$ cat src/rtl/wb_pkg.sv
// Shared types and constants for the writeback scheduler.
package wb_pkg;
   localparam int REG_ADDR_W = 5;
   localparam int REGF_WIDTH = 32;
   localparam logic [REG_ADDR_W-1:0] X0 = 5'd0;

   // One writeback request: destination register plus result data.
   typedef struct packed {
      logic [REG_ADDR_W-1:0] rd;
      logic [REGF_WIDTH-1:0] wdata;
   } wb_req_t;
endpackage

$ cat src/rtl/wb_scheduler_if.sv
// Writeback requester bus: per-source valid/ready handshake with rd/wdata payload.
interface wb_scheduler_if #(parameter int NUM_SRC = 3);
   import wb_pkg::*;

   logic    [NUM_SRC-1:0] valid;
   logic    [NUM_SRC-1:0] ready;
   wb_req_t [NUM_SRC-1:0] req;

   modport master (output valid, output req, input ready);
   modport slave  (input valid, input req, output ready);
endinterface

$ cat src/rtl/wb_prio_arb.sv
// Fixed-priority one-hot arbiter (index 0 highest). With WB_AGE_EN defined,
// requesters flagged as aged take precedence over all non-aged ones.
module wb_prio_arb #(
   parameter int NUM_SRC = 3
) (
   input  logic [NUM_SRC-1:0] valid_i,
`ifdef WB_AGE_EN
   input  logic [NUM_SRC-1:0] aged_i,
`endif
   output logic [NUM_SRC-1:0] grant_o
);
   logic [NUM_SRC-1:0] cand;
   logic               found;

   // Pick the lowest-index candidate; the aged set replaces the plain set when non-empty.
   always_comb begin
      cand    = valid_i;
`ifdef WB_AGE_EN
      if (|(aged_i & valid_i)) cand = aged_i & valid_i;
`endif
      grant_o = '0;
      found   = 1'b0;
      for (int i = 0; i < NUM_SRC; i++) begin
         if (cand[i] && !found) begin
            grant_o[i] = 1'b1;
            found      = 1'b1;
         end
      end
   end
endmodule

$ cat src/rtl/wb_scheduler.sv
// Register-file write-port scheduler with pending-write scoreboard.
// Optional build macro WB_AGE_EN: adds per-requester age counters so a starved
// requester is promoted after AGE_MAX denials (AGE_MAX exists only then).
// Data width is REGF_WIDTH from wb_pkg.
module wb_scheduler
   import wb_pkg::*;
#(
   parameter int NUM_SRC = 3
`ifdef WB_AGE_EN
   , parameter int AGE_MAX = 7
`endif
) (
   input  logic                  clk_i,
   input  logic                  reset_i,
   input  logic                  flush_i,
   wb_scheduler_if.slave         src,
   input  logic                  issue_valid_i,
   input  logic [REG_ADDR_W-1:0] issue_rd_i,
   input  logic [REG_ADDR_W-1:0] issue_rs1_i,
   input  logic [REG_ADDR_W-1:0] issue_rs2_i,
   output logic                  issue_hazard_o,
   output logic [31:0]           busy_vec_o,
   output logic                  rf_we_o,
   output logic [REG_ADDR_W-1:0] rf_waddr_o,
   output logic [REGF_WIDTH-1:0] rf_wdata_o
);
   logic [NUM_SRC-1:0]    grant;
   logic                  xfer;
   wb_req_t               sel;
   logic                  rf_we_d,    rf_we_q;
   logic [REG_ADDR_W-1:0] rf_waddr_d, rf_waddr_q;
   logic [REGF_WIDTH-1:0] rf_wdata_d, rf_wdata_q;
   logic [31:0]           busy_d,     busy_q;

`ifdef WB_AGE_EN
   localparam int AGE_W = $clog2(AGE_MAX + 1);
   logic [NUM_SRC-1:0][AGE_W-1:0] age_d, age_q;
   logic [NUM_SRC-1:0]            aged;

   // A requester is promoted once its denial count saturates.
   always_comb begin
      for (int i = 0; i < NUM_SRC; i++) aged[i] = (age_q[i] == AGE_W'(AGE_MAX));
   end
`endif

   wb_prio_arb #(.NUM_SRC(NUM_SRC)) u_arb (
      .valid_i (src.valid),
`ifdef WB_AGE_EN
      .aged_i  (aged),
`endif
      .grant_o (grant)
   );

   // No grants during reset or flush; the grant implies the requester is valid.
   assign src.ready = (reset_i || flush_i) ? '0 : grant;
   assign xfer      = |src.ready;

   // Mux out the granted request.
   always_comb begin
      sel = '0;
      for (int i = 0; i < NUM_SRC; i++) if (src.ready[i]) sel = src.req[i];
   end

   // Output register: write only for non-x0 transfers, address/data hold otherwise.
   always_comb begin
      rf_we_d    = xfer && (sel.rd != X0);
      rf_waddr_d = rf_waddr_q;
      rf_wdata_d = rf_wdata_q;
      if (rf_we_d) begin
         rf_waddr_d = sel.rd;
         rf_wdata_d = sel.wdata;
      end
   end

   // Scoreboard: clear on writeback, then set on issue so a same-cycle set wins.
   always_comb begin
      busy_d = busy_q;
      if (xfer && sel.rd != X0) busy_d[sel.rd] = 1'b0;
      if (issue_valid_i && issue_rd_i != X0) busy_d[issue_rd_i] = 1'b1;
      if (flush_i) busy_d = '0;
      busy_d[0] = 1'b0;
   end

`ifdef WB_AGE_EN
   // Saturating denial counters, cleared on grant or flush.
   always_comb begin
      age_d = age_q;
      for (int i = 0; i < NUM_SRC; i++) begin
         if (flush_i || src.ready[i]) age_d[i] = '0;
         else if (src.valid[i] && age_q[i] != AGE_W'(AGE_MAX)) age_d[i] = age_q[i] + 1'b1;
      end
   end

   // Age counter state.
   always_ff @(posedge clk_i) begin
      if (reset_i) age_q <= '0;
      else         age_q <= age_d;
   end
`endif

   // Output register and scoreboard state.
   always_ff @(posedge clk_i) begin
      if (reset_i) begin
         rf_we_q    <= 1'b0;
         rf_waddr_q <= '0;
         rf_wdata_q <= '0;
         busy_q     <= '0;
      end else begin
         rf_we_q    <= rf_we_d;
         rf_waddr_q <= rf_waddr_d;
         rf_wdata_q <= rf_wdata_d;
         busy_q     <= busy_d;
      end
   end

   assign rf_we_o        = rf_we_q;
   assign rf_waddr_o     = rf_waddr_q;
   assign rf_wdata_o     = rf_wdata_q;
   assign busy_vec_o     = busy_q;
   assign issue_hazard_o = issue_valid_i &&
                           (busy_q[issue_rs1_i] || busy_q[issue_rs2_i] || busy_q[issue_rd_i]);
endmodule

$ cat src/flat_wrapper.sv
// flat-port wrapper written by rule: the top's interface ports become plain ports
module wb_scheduler_flat import wb_pkg::*;
#(
   parameter int NUM_SRC = 3

)
  (clk_i, reset_i, flush_i, issue_valid_i, issue_rd_i, issue_rs1_i, issue_rs2_i, issue_hazard_o, busy_vec_o, rf_we_o, rf_waddr_o, rf_wdata_o, src_valid, src_req, src_ready);
  wb_scheduler_if #(.NUM_SRC(NUM_SRC)) src_i ();
  input  logic clk_i;
  input  logic reset_i;
  input  logic flush_i;
  input  logic issue_valid_i;
  input  logic [REG_ADDR_W-1:0] issue_rd_i;
  input  logic [REG_ADDR_W-1:0] issue_rs1_i;
  input  logic [REG_ADDR_W-1:0] issue_rs2_i;
  output logic issue_hazard_o;
  output logic [31:0] busy_vec_o;
  output logic rf_we_o;
  output logic [REG_ADDR_W-1:0] rf_waddr_o;
  output logic [REGF_WIDTH-1:0] rf_wdata_o;
  input wire logic [$bits(src_i.valid)-1:0] src_valid;
  input wire logic [$bits(src_i.req)-1:0] src_req;
  output wire logic [$bits(src_i.ready)-1:0] src_ready;
  assign src_i.valid = src_valid;
  assign src_i.req = src_req;
  assign src_ready = src_i.ready;
  wb_scheduler #(.NUM_SRC(NUM_SRC)) u_core (.clk_i(clk_i), .reset_i(reset_i), .flush_i(flush_i), .src(src_i), .issue_valid_i(issue_valid_i), .issue_rd_i(issue_rd_i), .issue_rs1_i(issue_rs1_i), .issue_rs2_i(issue_rs2_i), .issue_hazard_o(issue_hazard_o), .busy_vec_o(busy_vec_o), .rf_we_o(rf_we_o), .rf_waddr_o(rf_waddr_o), .rf_wdata_o(rf_wdata_o));
endmodule
$ cat config.mk
export PLATFORM = sky130hd
export DESIGN_NAME = wb_scheduler_flat
export DESIGN_NICKNAME = d
export VERILOG_FILES = /design/src/rtl/wb_pkg.sv /design/src/rtl/wb_scheduler_if.sv /design/src/rtl/wb_prio_arb.sv /design/src/rtl/wb_scheduler.sv /design/src/flat_wrapper.sv
export SDC_FILE = /design/constraint.sdc
export NUM_CORES = 1
export LEC_CHECK = 0
export CORE_MARGIN = 2
export CORE_UTILIZATION = 37
export DETAILED_ROUTE_END_ITERATION = 8
export HOLD_SLACK_MARGIN = 0.05
export PLACE_DENSITY = 0.78
export SETUP_SLACK_MARGIN = 0.5
export SKIP_LAST_GASP = 1
export SLEW_MARGIN = 20
export SYNTH_ARGS = -nofsm -noshare
export SYNTH_HDL_FRONTEND = slang
export SYNTH_SLANG_ARGS = --single-unit
$ cat constraint.sdc
create_clock -name clk_i -period 1.8 [get_ports clk_i]
set_input_delay 0.18 -clock clk_i [delete_from_list [all_inputs] [get_ports clk_i]]
set_output_delay 0.18 -clock clk_i [all_outputs]
set_load 0.01 [all_outputs]
==> results of run 1 <==
logic make-up (layout without fill, tap and decap cells):
logic type / count (synthesis) / after routing
simple gates: 133 / 137
compound gates: 127 / 127
flops: 69 / 69
mux: 66 / 66
buf+inv: 41 / 382
other cells: 1 / 2
worst min-delay path by stage:
stage,from,end,slack [ns],depth (start not counted)
finish,reset_i,u_core.rf_waddr_o[1]$_SDFFE_PP0N_,0.31,4
global route,reset_i,u_core.rf_waddr_o[1]$_SDFFE_PP0N_,0.30,4
CTS,reset_i,u_core.rf_waddr_o[2]$_SDFFE_PP0N_,0.28,4
detailed placement,u_core.rf_wdata_o[10]$_SDFFE_PP0N_,u_core.rf_wdata_o[10]$_SDFFE_PP0N_,0.47,2
global placement,u_core.rf_wdata_o[7]$_SDFFE_PP0N_,u_core.rf_wdata_o[7]$_SDFFE_PP0N_,0.46,2
floorplan,src_req[106],u_core.rf_waddr_o[0]$_SDFFE_PP0N_,0.37,2
layout make-up:
type                       count  share of cell area
tap                          140              0.0217
inverter                       2            0.000929
clock buffer                  10              0.0170
sequential                    69               0.178
clock inverter                 6              0.0107
multi-input combinational    331               0.352
timing repair buffer         364               0.419
antenna                        1            0.000310
through the flow:
stage | hold WS (ns) | area [um^2] | instances
2_1_floorplan | 0.368 | 4090 | 437
3_3_place_gp | 0.458 | 6940 | 852
3_5_place_dp | 0.467 | 6940 | 852
4_1_cts | 0.278 | 7840 | 911
5_1_grt | 0.303 | 8090 | 923
6_report | 0.309 | 8090 | 923
power by group through the flow:
stage | sequential (W) | combinational, W | clock [W]
2_1_floorplan | 0.00167 | 0.000411 | 0
3_3_place_gp | 0.00165 | 0.00100 | 0
3_5_place_dp | 0.00165 | 0.00101 | 0
4_1_cts | 0.00160 | 0.00117 | 0.00145
5_1_grt | 0.00161 | 0.00132 | 0.00153
6_report | 0.00160 | 0.00126 | 0.00146
cell usage in the layout (no fill, tap or decap), drive strengths merged, types with 14 or more instances in the layout:
cell / n
a222oi: 34
o21ai: 33
mux4: 14
clkbuf: 18
clkdlybuf4s50: 120
clkdlybuf4s15: 22
a21oi: 42
nand2b: 34
buf: 168
dlygate4sd2: 45
dfxtp: 69
nand2: 45
mux2i: 47
layer usage:
metal	up-vias	track usage	wire, um
met5	-	0	0
li1	2376	-	-
met2	399	0.623	10500
met4	0	0.179	1100
met1	2644	0.389	7640
met3	95	0.0795	1870
critical path, delay by kind of cell, from the launching register on:
kind	cells	cell delay, ns
buffers and inverters	1	0.17
flip-flops	1	0.34
multiplexers	1	0.44
AO/OA/AOI/OAI	2	0.54
AND/OR/NAND/NOR	1	0.21
state kept, by name, indices dropped and copies added (netlist names):
register	count
u_core.rf_wdata_o	32
u_core.rf_we_o	1
u_core.busy_vec_o	31
u_core.rf_waddr_o	5
what timing repair did:
action                                  4_1_cts  5_1_grt
pin swaps                                    59       32
cloned                                        6        0
endpoints found under the setup margin      142       97
gates resized for setup                     261       68
buffers inserted                             37       11
==> impl_metrics.toml, run 1 <==
[route]
wire_per_inst_um = 22.9
wl_mm = 21.1
ant_nets = 0
drc = 0
first_pass_iters = 9
vias = 5514
drtIter0Drc = 569
viasPerCell = 5.97

[sta]
setup_ws_ns = -0.427
fin_tns_setup_ns = -0.515
clock-skew-final_ns = 0
period_share = 1.24
finalSetupViolations = 4
hold_viol_final = 0
slew_violations = 0
max_freq_mhz = 449
rsz0062_at_grt = "yes"
period_minus_slack_ns = 2.23

[synth]
synth_top_area_cell = "dfxtp_1"
synth.avg_cell_area_um2 = 9.31
synthMuxAreaShare = 0.207
synth-compound-area-share = 0.212
synthCells = 437
yosysMostFrequentCell = "dfxtp_1"
synth_commonest_cells = "dfxtp_1, mux2i_1, a21oi_1, nand2_1"
synth_flop_cell = "dfxtp_1"
synthAdderAreaFrac = 0
ys_seq_area_frac = 0.340
synth-simple-area-share = 0.186
synth_top_family_by_area = "compound AO/OA/AOI/OAI gates"
synth_area_leaders = "dfxtp_1, mux2i_1, a222oi_1"
yosysWarnings = 0
synth_top_area_frac = 0.340
synth_xor_area_frac = 0
synthDistinctLibCells = 49
synth_edf_count = 0
syn_area_um2 = 4070
ys_async_sr_fraction = 0
ys_ff_latch = 69
synth_fp_nets = 570

[grt]
grt_usage = 0.350
grt_pass1_vias = 5718
grt_antenna_before_repair = 1
grt_max_degree = 33
overflow = 0
grt_pass1_wl_mm = 31.3

[clocking]
ctsHoldBuffers = 0
cts-root-buf = "clkbuf_8"
cts_tree = "done"
cts.path.max_buffers = 2
clock-sinks = 69
cts_buffers = 9
htreeDepth = 3
clk_pin_slew_ns = 0.08
clk_latency_ns = 0.35

[final_layout]
nNetsFinal = 910
seq_area_um2 = 1440
nFillCells = 712
layout-drive-gt1-share = 0.377
final_util = 0.749
multi_input_area_um2 = 2850
syn_to_final_growth_pct = 98.8

[floorplan]
die_y_um = 109
dieArea_um2 = 11800
start_util = 0.377
boundaryPins = 207
core-area_um2 = 10800
dieWidth_um = 109
row_count = 38

[power_and_ir_drop]
total_power_w = 0.00433
p_clk_frac = 0.338
power_density_nw_per_um2 = 536
switching_power_w = 0.00124
swShare = 0.287
internal-power_w = 0.00309
seqPwrFrac = 0.370
ir_worst_vdd_uv = 475
pwr-share-comb = 0.292
p_leak_nw = 3.37

[critical_path]
r2r-start = "u_core.busy_vec_o[27]$_SDFF_PP0_"
required_ns = 1.62
crit_type = "flip-flop to output pin"
end_kind = "output pin"
start_kind = "flip-flop"
critPathArrivalTime_ns = 2.05
worstSetupEndpoint = "issue_hazard_o"
crit_start = "u_core.busy_vec_o[19]$_SDFF_PP0_"
worstPathCellList = "mux4_2 -> and4b_1 -> a2111oi_2 -> a41oi_2 -> buf_2"
worstPathMaxFanout = 3
slowest_delay_ns = 0.44
critical-path-slowest-cell = "mux4_2"
r2r_slack_ns = 0.93
reg2reg_depth = 4
r2r_end = "u_core.busy_vec_o[27]$_SDFF_PP0_"

[placement]
preCtsSetupSlack_ns = -0.919
dp_hpwl_mm = 13.7
port_buffers = 205
place_congestion = 1.00

[worst_hold_path]
hold_path.class = "input port to flip-flop"

[status]
violations = "setup timing"
status = "finished with violations"

[run]
drv_cap = 0
(Power assumes the default switching activity.)
==> inputs of run 2 (changes only) <==
CORE_UTILIZATION = 38   (was 37)
SYNTH_HIERARCHICAL = 1   (was not set)
==> impl_metrics.toml, run 2 <==
[floorplan]
start_util = 0.390
dieWidth_um = 112
core-area_um2 = 11400
row_count = 39
boundaryPins = 207
die_y_um = 112
dieArea_um2 = 12600

[synth]
synthDistinctLibCells = 57
syn_area_um2 = 4450
ys_ff_latch = 69
synth_commonest_cells = "dfxtp_1, mux2i_1, o21ai_0, clkbuf_1, nand2b_1"
synth_flop_cell = "dfxtp_1"
synth.avg_cell_area_um2 = 9.27
ys_seq_area_frac = 0.311
synth_area_leaders = "dfxtp_1, mux2i_1, a221o_1"
yosysMostFrequentCell = "dfxtp_1"
synth_edf_count = 0
synth_fp_nets = 613
synth_top_area_frac = 0.311
ys_async_sr_fraction = 0
yosysWarnings = 6
synth_top_area_cell = "dfxtp_1"
synthCells = 480

[final_layout]
design_area_um2 = 8870
layout-drive-gt1-share = 0.368
final_util = 0.776
syn_to_final_growth_pct = 99.3
final_cell_mix = "clkdlybuf4s50_1, buf_4, dlygate4sd2_1"
largest_reg_flops = 32
nNetsFinal = 951
final_common_cell = "clkdlybuf4s50_1"

[clocking]
cts_tree = "done"
cts-root-buf = "clkbuf_16"
clk_pin_slew_ns = 0.06
cts_buffers = 9
clock-sinks = 69
htreeDepth = 3
cts.path.max_buffers = 2
clk_latency_ns = 0.34

[power_and_ir_drop]
p_leak_nw = 3.78
total_power_w = 0.00516
power_density_nw_per_um2 = 582
ir_worst_vdd_uv = 478

[route]
drtIter0Drc = 584
wire_per_inst_um = 24.2
viasPerCell = 6.17
ant_nets = 0
vias = 5968
wl_mm = 23.4
drc = 0
first_pass_iters = 6

[critical_path]
end_kind = "output pin"
critical-path-slowest-cell = "mux4_2"
crit_start = "u_core/busy_vec_o[7]$_SDFF_PP0_"
reg2reg_depth = 5
required_ns = 1.62
crit_type = "flip-flop to output pin"
r2r_end = "u_core/busy_vec_o[16]$_SDFF_PP0_"
worstPathCellList = "mux4_2 -> mux2i_1 -> a21oi_1 -> a22o_1 -> o41a_1 -> buf_2"
r2r_slack_ns = 0.82
start_kind = "flip-flop"
worstPathMaxFanout = 5
r2r-start = "u_core/busy_vec_o[16]$_SDFF_PP0_"
slowest_delay_ns = 0.47
critPathArrivalTime_ns = 2.13

[sta]
period_share = 1.28
slew_violations = 0
fin_tns_setup_ns = -4.89
period_minus_slack_ns = 2.31
hold_viol_final = 0
clock-skew-final_ns = 0
rsz0062_at_grt = "yes"
max_freq_mhz = 433
setup_ws_ns = -0.508
finalSetupViolations = 57

[worst_hold_path]
min_to = "u_core/rf_waddr_o[0]$_SDFFE_PP0N_"
min-delay-start = "reset_i"
holdPathStages = 4
hold_path.class = "input port to flip-flop"

[grt]
grt_usage = 0.333
grt_max_degree = 35
grt_antenna_before_repair = 1
grt_pass1_vias = 6092
grt_pass1_wl_mm = 33.0
overflow = 0

[placement]
preCtsSetupSlack_ns = -1.01
dp_hpwl_mm = 14.6
place_area_um2 = 7500
port_buffers = 205
place_congestion = 0.938

[status]
status = "finished with violations"
violations = "setup timing"

[run]
drv_cap = 0
-- run 2: worst max path at each step --
| stage | endpoint | slack [ns] |
|---|---|---|
| 6_report | issue_hazard_o | -0.51 |
| 5_1_grt | issue_hazard_o | -0.56 |
| 4_1_cts | issue_hazard_o | -0.50 |
| 3_5_place_dp | issue_hazard_o | -1.01 |
| 3_3_place_gp | issue_hazard_o | -0.95 |
| 2_1_floorplan | u_core/rf_wdata_o[0]$_SDFFE_PP0N_ | -0.17 |
-- run 2: area by class of cell --
| type | instances | area, um^2 |
|---|---|---|
| Sequential cell | 69 | 1420 |
| Inverter | 12 | 50.0 |
| Tap cell | 143 | 179 |
| Antenna cell | 1 | 2.50 |
| Clock buffer | 10 | 239 |
| Fill cell | 680 | 2550 |
| Timing Repair Buffer | 375 | 3610 |
| Multi-Input combinational cell | 351 | 3260 |
| Clock inverter | 6 | 110 |
-- run 2: worst max-delay path: cells and delay by family, from the launching register on --
kind	cells	cell delay, ns
flops	1	0.37
compound gates	3	0.65
mux	2	0.62
buf+inv	1	0.15
-- run 2: repair_timing --
item	4_1_cts	5_1_grt
hold buffers	0	0
resized for setup	227	72
setup endpoints to repair	142	90
pin swaps	59	21
cloned	6	0
buffers inserted	28	9
-- run 2: layer usage --
metal	track usage	wire, um	up-vias
met2	0.601	11400	479
met3	0.0772	2230	121
li1	-	-	2553
met1	0.364	8270	2815
met4	0.172	1480	0
met5	0	0	-
-- run 2: where the power goes --
part | switching [W] | internal [W]
registers | 0.0000381 | 0.00158
logic | 0.000617 | 0.000820
clock network | 0.000720 | 0.00139
-- run 2: stage by stage --
| stage | hold WS (ns) | instances |
|---|---|---|
| floorplan | 0.375 | 480 |
| global placement | 0.461 | 907 |
| detailed placement | 0.471 | 907 |
| CTS | 0.280 | 957 |
| global route | 0.310 | 967 |
| finish | 0.290 | 967 |
-- run 2: kinds of logic after synthesis --
logic type / share of synthesized area
flip-flops: 0.311
multiplexers: 0.181
AO/OA/AOI/OAI: 0.260
buffers and inverters: 0.0596
other: 0.000843
AND/OR/NAND/NOR: 0.188
